==> config.mk <==
export PLATFORM = sky130hd
export DESIGN_NAME = adder_pipe_acc
export DESIGN_NICKNAME = d
export VERILOG_FILES = /design/src/rtl/adder_pipe_acc.sv
export SDC_FILE = /design/constraint.sdc
export NUM_CORES = 1
export LEC_CHECK = 0
export CAP_MARGIN = 40
export CORE_AREA = 2 2 89 91
export DETAILED_ROUTE_END_ITERATION = 10
export DIE_AREA = 0 0 91 93
export PLACE_DENSITY = 0.5
export SYNTH_ARGS = -nofsm -noshare
export SYNTH_HDL_FRONTEND = slang
export SYNTH_SLANG_ARGS = --single-unit
==> constraint.sdc <==
create_clock -name clk_i -period 3.7 [get_ports clk_i]
set_input_delay 0.555 -clock clk_i [delete_from_list [all_inputs] [get_ports clk_i]]
set_output_delay 0.555 -clock clk_i [all_outputs]
set_load 0.02 [all_outputs]
==> src/rtl/adder_pipe_acc.sv <==
// adder_pipe_acc: pipelined add / subtract / accumulate unit with valid/ready handshakes.
//
// Arithmetic is evaluated when an input is accepted and registered into stage 1; the remaining
// stages only delay the result. The accumulator updates on the accepting edge, so back-to-back
// accumulate operations chain without hazards, whatever the output stalls.
//
// Ports:
//   clk_i    rising-edge clock
//   rst_i    asynchronous active-high reset
//   valid_i  input operands valid            ready_o  input can be accepted this cycle
//   a_i      operand A                       b_i      operand B (unused for acc/clear)
//   cin_i    carry-in / borrow-in            mode_i   0 add, 1 sub, 2 accumulate, 3 clear acc
//   valid_o  result valid                    ready_i  downstream takes the result
//   s_o      result                          cout_o   carry-out, or no-borrow for sub
//   ovf_o    signed overflow                 acc_o    current accumulator value
`timescale 1ns/1ps
module adder_pipe_acc #(
  parameter int unsigned WIDTH       = 8,
  parameter int unsigned PIPE_STAGES = 2
) (
  input  logic             clk_i,
  input  logic             rst_i,
  input  logic             valid_i,
  output logic             ready_o,
  input  logic [WIDTH-1:0] a_i,
  input  logic [WIDTH-1:0] b_i,
  input  logic             cin_i,
  input  logic [1:0]       mode_i,
  output logic             valid_o,
  input  logic             ready_i,
  output logic [WIDTH-1:0] s_o,
  output logic             cout_o,
  output logic             ovf_o,
  output logic [WIDTH-1:0] acc_o
);

  typedef enum logic [1:0] {
    ModeAdd = 2'd0,
    ModeSub = 2'd1,
    ModeAcc = 2'd2,
    ModeClr = 2'd3
  } mode_e;

  mode_e            mode;
  logic [WIDTH-1:0] acc_q;
  logic [WIDTH-1:0] op1;
  logic [WIDTH-1:0] op2;
  logic             cin_eff;
  logic [WIDTH:0]   sum;
  logic [WIDTH-1:0] res_s;
  logic             res_cout;
  logic             res_ovf;
  logic             adv;
  logic             accept;

  // Per-stage pipeline registers; index PIPE_STAGES-1 drives the outputs.
  logic             vld_q  [PIPE_STAGES];
  logic [WIDTH-1:0] s_q    [PIPE_STAGES];
  logic             cout_q [PIPE_STAGES];
  logic             ovf_q  [PIPE_STAGES];

  assign mode = mode_e'(mode_i);

  // Whole pipeline moves together, bubbles included, unless the output is held.
  assign adv     = !vld_q[PIPE_STAGES-1] || ready_i;
  assign ready_o = adv;
  assign accept  = valid_i && adv;

  always_comb begin
    op1     = a_i;
    op2     = b_i;
    cin_eff = cin_i;
    case (mode)
      ModeSub: begin
        // a - b - borrow computed as a + ~b + !borrow; carry out means no borrow.
        op2     = ~b_i;
        cin_eff = ~cin_i;
      end
      ModeAcc: begin
        op1 = acc_q;
        op2 = a_i;
      end
      default: ;
    endcase

    sum = {1'b0, op1} + {1'b0, op2} + {{WIDTH{1'b0}}, cin_eff};

    if (mode == ModeClr) begin
      res_s    = '0;
      res_cout = 1'b0;
      res_ovf  = 1'b0;
    end else begin
      res_s    = sum[WIDTH-1:0];
      res_cout = sum[WIDTH];
      res_ovf  = (op1[WIDTH-1] == op2[WIDTH-1]) && (sum[WIDTH-1] != op1[WIDTH-1]);
    end
  end

  // Accumulator follows acceptance, not output consumption.
  always_ff @(posedge clk_i or posedge rst_i) begin
    if (rst_i) begin
      acc_q <= '0;
    end else if (accept && (mode == ModeAcc)) begin
      acc_q <= sum[WIDTH-1:0];
    end else if (accept && (mode == ModeClr)) begin
      acc_q <= '0;
    end
  end

  // Data registers load only alongside a valid entry so s_o keeps its last value under bubbles.
  always_ff @(posedge clk_i or posedge rst_i) begin
    if (rst_i) begin
      for (int unsigned i = 0; i < PIPE_STAGES; i++) begin
        vld_q[i]  <= 1'b0;
        s_q[i]    <= '0;
        cout_q[i] <= 1'b0;
        ovf_q[i]  <= 1'b0;
      end
    end else if (adv) begin
      vld_q[0] <= accept;
      if (accept) begin
        s_q[0]    <= res_s;
        cout_q[0] <= res_cout;
        ovf_q[0]  <= res_ovf;
      end
      for (int unsigned i = 1; i < PIPE_STAGES; i++) begin
        vld_q[i] <= vld_q[i-1];
        if (vld_q[i-1]) begin
          s_q[i]    <= s_q[i-1];
          cout_q[i] <= cout_q[i-1];
          ovf_q[i]  <= ovf_q[i-1];
        end
      end
    end
  end

  assign valid_o = vld_q[PIPE_STAGES-1];
  assign s_o     = s_q[PIPE_STAGES-1];
  assign cout_o  = cout_q[PIPE_STAGES-1];
  assign ovf_o   = ovf_q[PIPE_STAGES-1];
  assign acc_o   = acc_q;

endmodule

After elaboration in Yosys (flattened, before gate mapping)
Index checks and enable logic that the tools add are counted.
- add/sub/neg operators: 2
- multipliers: 0
- divide/modulo/power cells: 0
- order comparisons: 0
- equal/unequal tests: 5
- shift-type cells: 0
- multiplexer cells: 8
- bitwise operators: 2
- reduce and logical (&&, ||, !) cells: 9
- operators with widths (kind ; count):
    $mux 8 ; 4
    $pmux 8 s2 ; 1
    $add 8x8->9 ; 1
    $add 9x1->9 ; 1
    $not 8->8 ; 1
    $eq 2x2->1 const B ; 2
    $logic_and 1x1->1 ; 4
    $reduce_and 2->1 ; 2
    $mux 1 ; 3
    $eq 2x1->1 const B ; 1
    $reduce_bool 2->1 ; 1
    $eq 1x1->1 ; 1
    $logic_not 1->1 ; 1
    $logic_or 1x1->1 ; 1
    $ne 1x1->1 ; 1
    $not 1->1 ; 1
- register bits: 30
- latch bits: 0
- RAM bits: 0
- ROM bits: 0
- input bits: 23
- logic and storage cells: 35
- memories: 0

Longest topological paths before layout
- depth in word-level cells: 7
- gate-level depth with buffers: 14
- gate-level depth less buffers: 12

Worst setup path before layout
OpenSTA, ideal clock, no wires.
- kind: input port to flip-flop
- start: in mode_i[0]
- end: reg acc_q[6] (netlist: acc_o[6])
- library setup time: 0.122 ns
- arrival time: 3.017 ns
- required time: 3.578 ns
- setup slack: 0.562 ns
- cell stages on the path: 14
- cell sequence: inv_1 -> ha_1 -> buf_6 -> clkbuf_1 -> a221oi_1 -> a21oi_1 -> fa_1 -> inv_1 -> fa_1 -> nor2b_1 -> o21bai_1 -> a21boi_0 -> or3_1 -> a32o_1
- cells in the longest elaborated chain, start to end: 5
- RTL lines (item ; RTL line ; source):
    from (decl) ; 28 ; input logic [1:0] mode_i,
    $eq 2x2->1 or $eq 2x1->1 (tied branches) ; 73, 103 ;
    $pmux 8 s2 or $mux 8 (tied branches) ; 73 ; case (mode)
    $add 8x8->9 ; 86 ; sum = {1'b0, op1} + {1'b0, op2} + {{WIDTH{1'b0}}, cin_eff};
    $add 9x1->9 ; 86 ;
    $mux 8 ; 103 ; end else if (accept && (mode == ModeAcc)) begin
    to (signal assigned) ; 104 ; acc_q <= sum[WIDTH-1:0];
    to (decl) ; 45 ; logic [WIDTH-1:0] acc_q;
Several ways; a longest one is shown, not always the timed one.
A chain may end at the register's enable or synchronous reset.

Worst setup path in the final report
- start: in mode_i[0]
- end: reg s_q[14] in the netlist's numbering
- cells in the longest elaborated chain, start to end: 5
- RTL lines (item ; RTL line ; source):
    $eq 2x2->1 or $eq 2x1->1 (tied branches) ; 73 ;
    $pmux 8 s2 or $mux 8 (tied branches) ; 73 ;
    $add 8x8->9 ; 86 ;
    $add 9x1->9 ; 86 ;
    $mux 8 * ; 88 ; if (mode == ModeClr) begin
    to (signal, indexed assignment) ; 129 ; s_q[i] <= s_q[i-1];
    to (decl) ; 58 ; logic [WIDTH-1:0] s_q [PIPE_STAGES];
Mark *: on every way between the ends. The rest lies on a longest branch, timed or not.

==> flow_summary_export.csv <==
group,metric,value,unit
run_status,status,"complete, no violations",
layout,area_growth,30.3,%
place,io_buffers,42,
floorplanning,pin_count,43,
timing,setup_viol_count_final,0,
worst_setup_path,crit_required,3.86,ns
worst_setup_path,worst-path-max-fanout,3,
clocking,cts_buffer_depth,2,
timing,grt_setup_unrepaired,"no",
floorplanning,rows,32,
layout,layout.nets,243,
place,place_area,2300,um^2
worst_setup_path,r2r_slack,1.21,ns
worst_setup_path,crit_path_top_delay_cell,"clkdlybuf4s50_1",
timing,timing.hold.ws,0.469,ns
logic_synthesis,synthFlopType,"dfrtp_1",
logic_synthesis,synth_warnings,0,
floorplanning,die_area,8460,um^2
grt,grt_pass1_wl,6710,um
timing,finClkSkew,0.00242,ns
worst_setup_path,reg2reg_depth,9,
floorplanning,core-area,7530,um^2
pwr,p_per_area,595,nW/um^2
worst_setup_path,path_cells,"clkdlybuf4s50_1, inv_1, ha_1, a221oi_1, a21oi_1, fa_1, inv_1, fa_1, nor2b_1, o21bai_1, a21boi_0, or3_1, a32o_1",
worst_hold_path,hold_depth,2,
logic_synthesis,synth-seq-area-share,41.2,%
clocking,clk_pin_slew,0.06,ns
timing,tns,0,ns
floorplanning,die_w,91,um
clocking,cts_hold_buf,0,
place,globalplace.congestion,0.775,
timing,maxSlewViolCount,0,
routing,drt-total-wl,4020,um
grt,first_global_vias,1340,
layout,final_cell_mix,"42 x clkdlybuf4s50_1, 30 x dfrtp_1, 18 x mux2_2, 16 x inv_1, 12 x a21oi_1",
clocking,cts-resized-gates,0,
layout,n_antenna_cell,0,
worst_setup_path,cp_data_arrival_time,3.44,ns
worst_setup_path,critical_path_class,"primary input to flip-flop",
timing,max_slew.worst_pin.slew,0.552,ns
worst_hold_path,hold_end,"valid_o",
timing,finalHoldViolations,0,
place,dp.cells,303,
layout,layout_commonest_cell,"clkdlybuf4s50_1",
clocking,clkSinkCount,30,
floorplanning,die_height,93,um
logic_synthesis,ys_ff_latch,30,
floorplanning,initial_core_util,24.2,%
timing,final.min_clock_period,3.28,ns
worst_setup_path,r2r-start,"acc_o[0]",
routing,via_per_inst,4.33,
routing,initialDrtViolationCount,42,
pwr,leakage,1.05,nW
worst_hold_path,holdCritStartpoint,"vld_q[1]",
worst_setup_path,slowest_delay,0.52,ns
job,max_cap_violations,0,
clocking,cts_tree,"yes",
logic_synthesis,synth-edff-count,0,
logic_synthesis,netlist.area_leader.share,41.2,%
clocking,htreeDepth,2,
logic_synthesis,synthCells,170,
logic_synthesis,netlist_area,1820,um^2
logic_synthesis,avgSynthCellArea,10.7,um^2
clocking,cts-root-buf,"clkbuf_8",
worst_setup_path,end_kind,"flip-flop",
routing,route.detailed.drc,0,
grt,grt_max_degree,31,
routing,dr.pass1.iters,3,
timing,relSlewSlack,63.0,%
timing,fmaxAchievable,305,MHz
clocking,cts_inserted_buffers,5,
worst_setup_path,reg2reg_to,"s_q[14]",
logic_synthesis,yosys.area.top_type,"dfrtp_1",
worst_setup_path,worst_setup_path_start_kind,"primary input",
layout,stdcell_count,310,
logic_synthesis,async_flop_share,100,%
timing,period_share,88.7,%
routing,route.antenna.remaining_nets,0,
clocking,cts_setup_buffers,0,
layout,final_cell_area,2370,um^2
layout,final_util,31.5,%
clocking,clk_latency,0.27,ns
grt,grt_overflow,0,
logic_synthesis,synth.net_count,205,
logic_synthesis,ys_types,35,
pwr,ir_drop,113,uV
grt,grt_usage,10.1,%
layout,drive_gt1_share,14.9,%
routing,wl_per_cell,13.0,um
grt,grt_antenna_before_repair,0,
worst_hold_path,hold_class,"flip-flop to flip-flop",
routing,vias,1341,
place,hpwl,3260,um
logic_synthesis,synth.area.top_cells,"dfrtp_1 41%, mux2_2 11%, ha_1 6.9%",
worst max path at each step:
stage	from	end	slack, ns
after global routing	mode_i[1]	s_q[14]	0.17
after global placement	mode_i[0]	s_q[14]	0.19
final	mode_i[0]	s_q[14]	0.42
after detailed placement	mode_i[0]	s_q[14]	0.10
after floorplan	mode_i[0]	acc_o[6]	0.56
after CTS	mode_i[0]	s_q[14]	0.38
cells by family (layout without fill, tap and decap cells):
family / count (synthesis) / after routing / share of synthesized area (%)
compound gates: 51 / 51 / 21.1
buf+inv: 31 / 69 / 8.93
flops: 30 / 30 / 41.2
simple gates: 21 / 21 / 5.22
mux: 18 / 18 / 11.1
fa+ha+maj: 12 / 12 / 9.07
xor+xnor: 7 / 7 / 3.37
synthesized netlist by cell type, types with 4 or more instances:
master and number:
a21oi_1 12, clkbuf_1 4, xor2_1 4, buf_4 8, dfrtp_1 30, o21ai_0 6, ha_1 10, nand2_1 11
inv_1 16, a221oi_1 8, mux2_2 18, a22o_1 9
routing by layer:
| layer | vias to the layer above | GRT usage (%) | wire length [um] |
|---|---|---|---|
| met5 | - | 0 | 0 |
| met4 | 0 | 3.79 | 55 |
| met3 | 4 | 2.66 | 173 |
| met2 | 27 | 17.0 | 1870 |
| met1 | 630 | 12.5 | 1920 |
| li1 | 680 | - | - |
registers in the layout, indices dropped and copies added, names as in the netlist:
name,count
acc_o,8
cout_o,1
cout_q,1
ovf_o,1
ovf_q,1
s_o,8
s_q,8
valid_o,1
vld_q,1
layout make-up:
type	instances	area, um^2
multi-input cells	109	908
well taps	102	128
clock buffers	7	76.3
inverters	16	60.1
repair buffers	46	450
fillers	833	5150
flip-flops and latches	30	751
stage by stage:
stage	worst slack (ns)	power [mW]
finish	0.416	1.41
CTS	0.384	1.43
detailed placement	0.103	1.19
global placement	0.185	1.18
global route	0.166	1.52
floorplan	0.562	0.973
worst max-delay path: cells and delay by family:
family,cells,cell delay (ns)
AND/OR/NAND/NOR,2,0.43
adder cells (fa/ha/maj),3,0.97
AO/OA/AOI/OAI,5,0.83
buffers and inverters,3,0.67
report_power, final:
| part | switching, mW | internal [mW] |
|---|---|---|
| clock network | 0.109 | 0.129 |
| logic | 0.317 | 0.336 |
| registers | 0.0737 | 0.448 |
(Power assumes the default switching activity.)
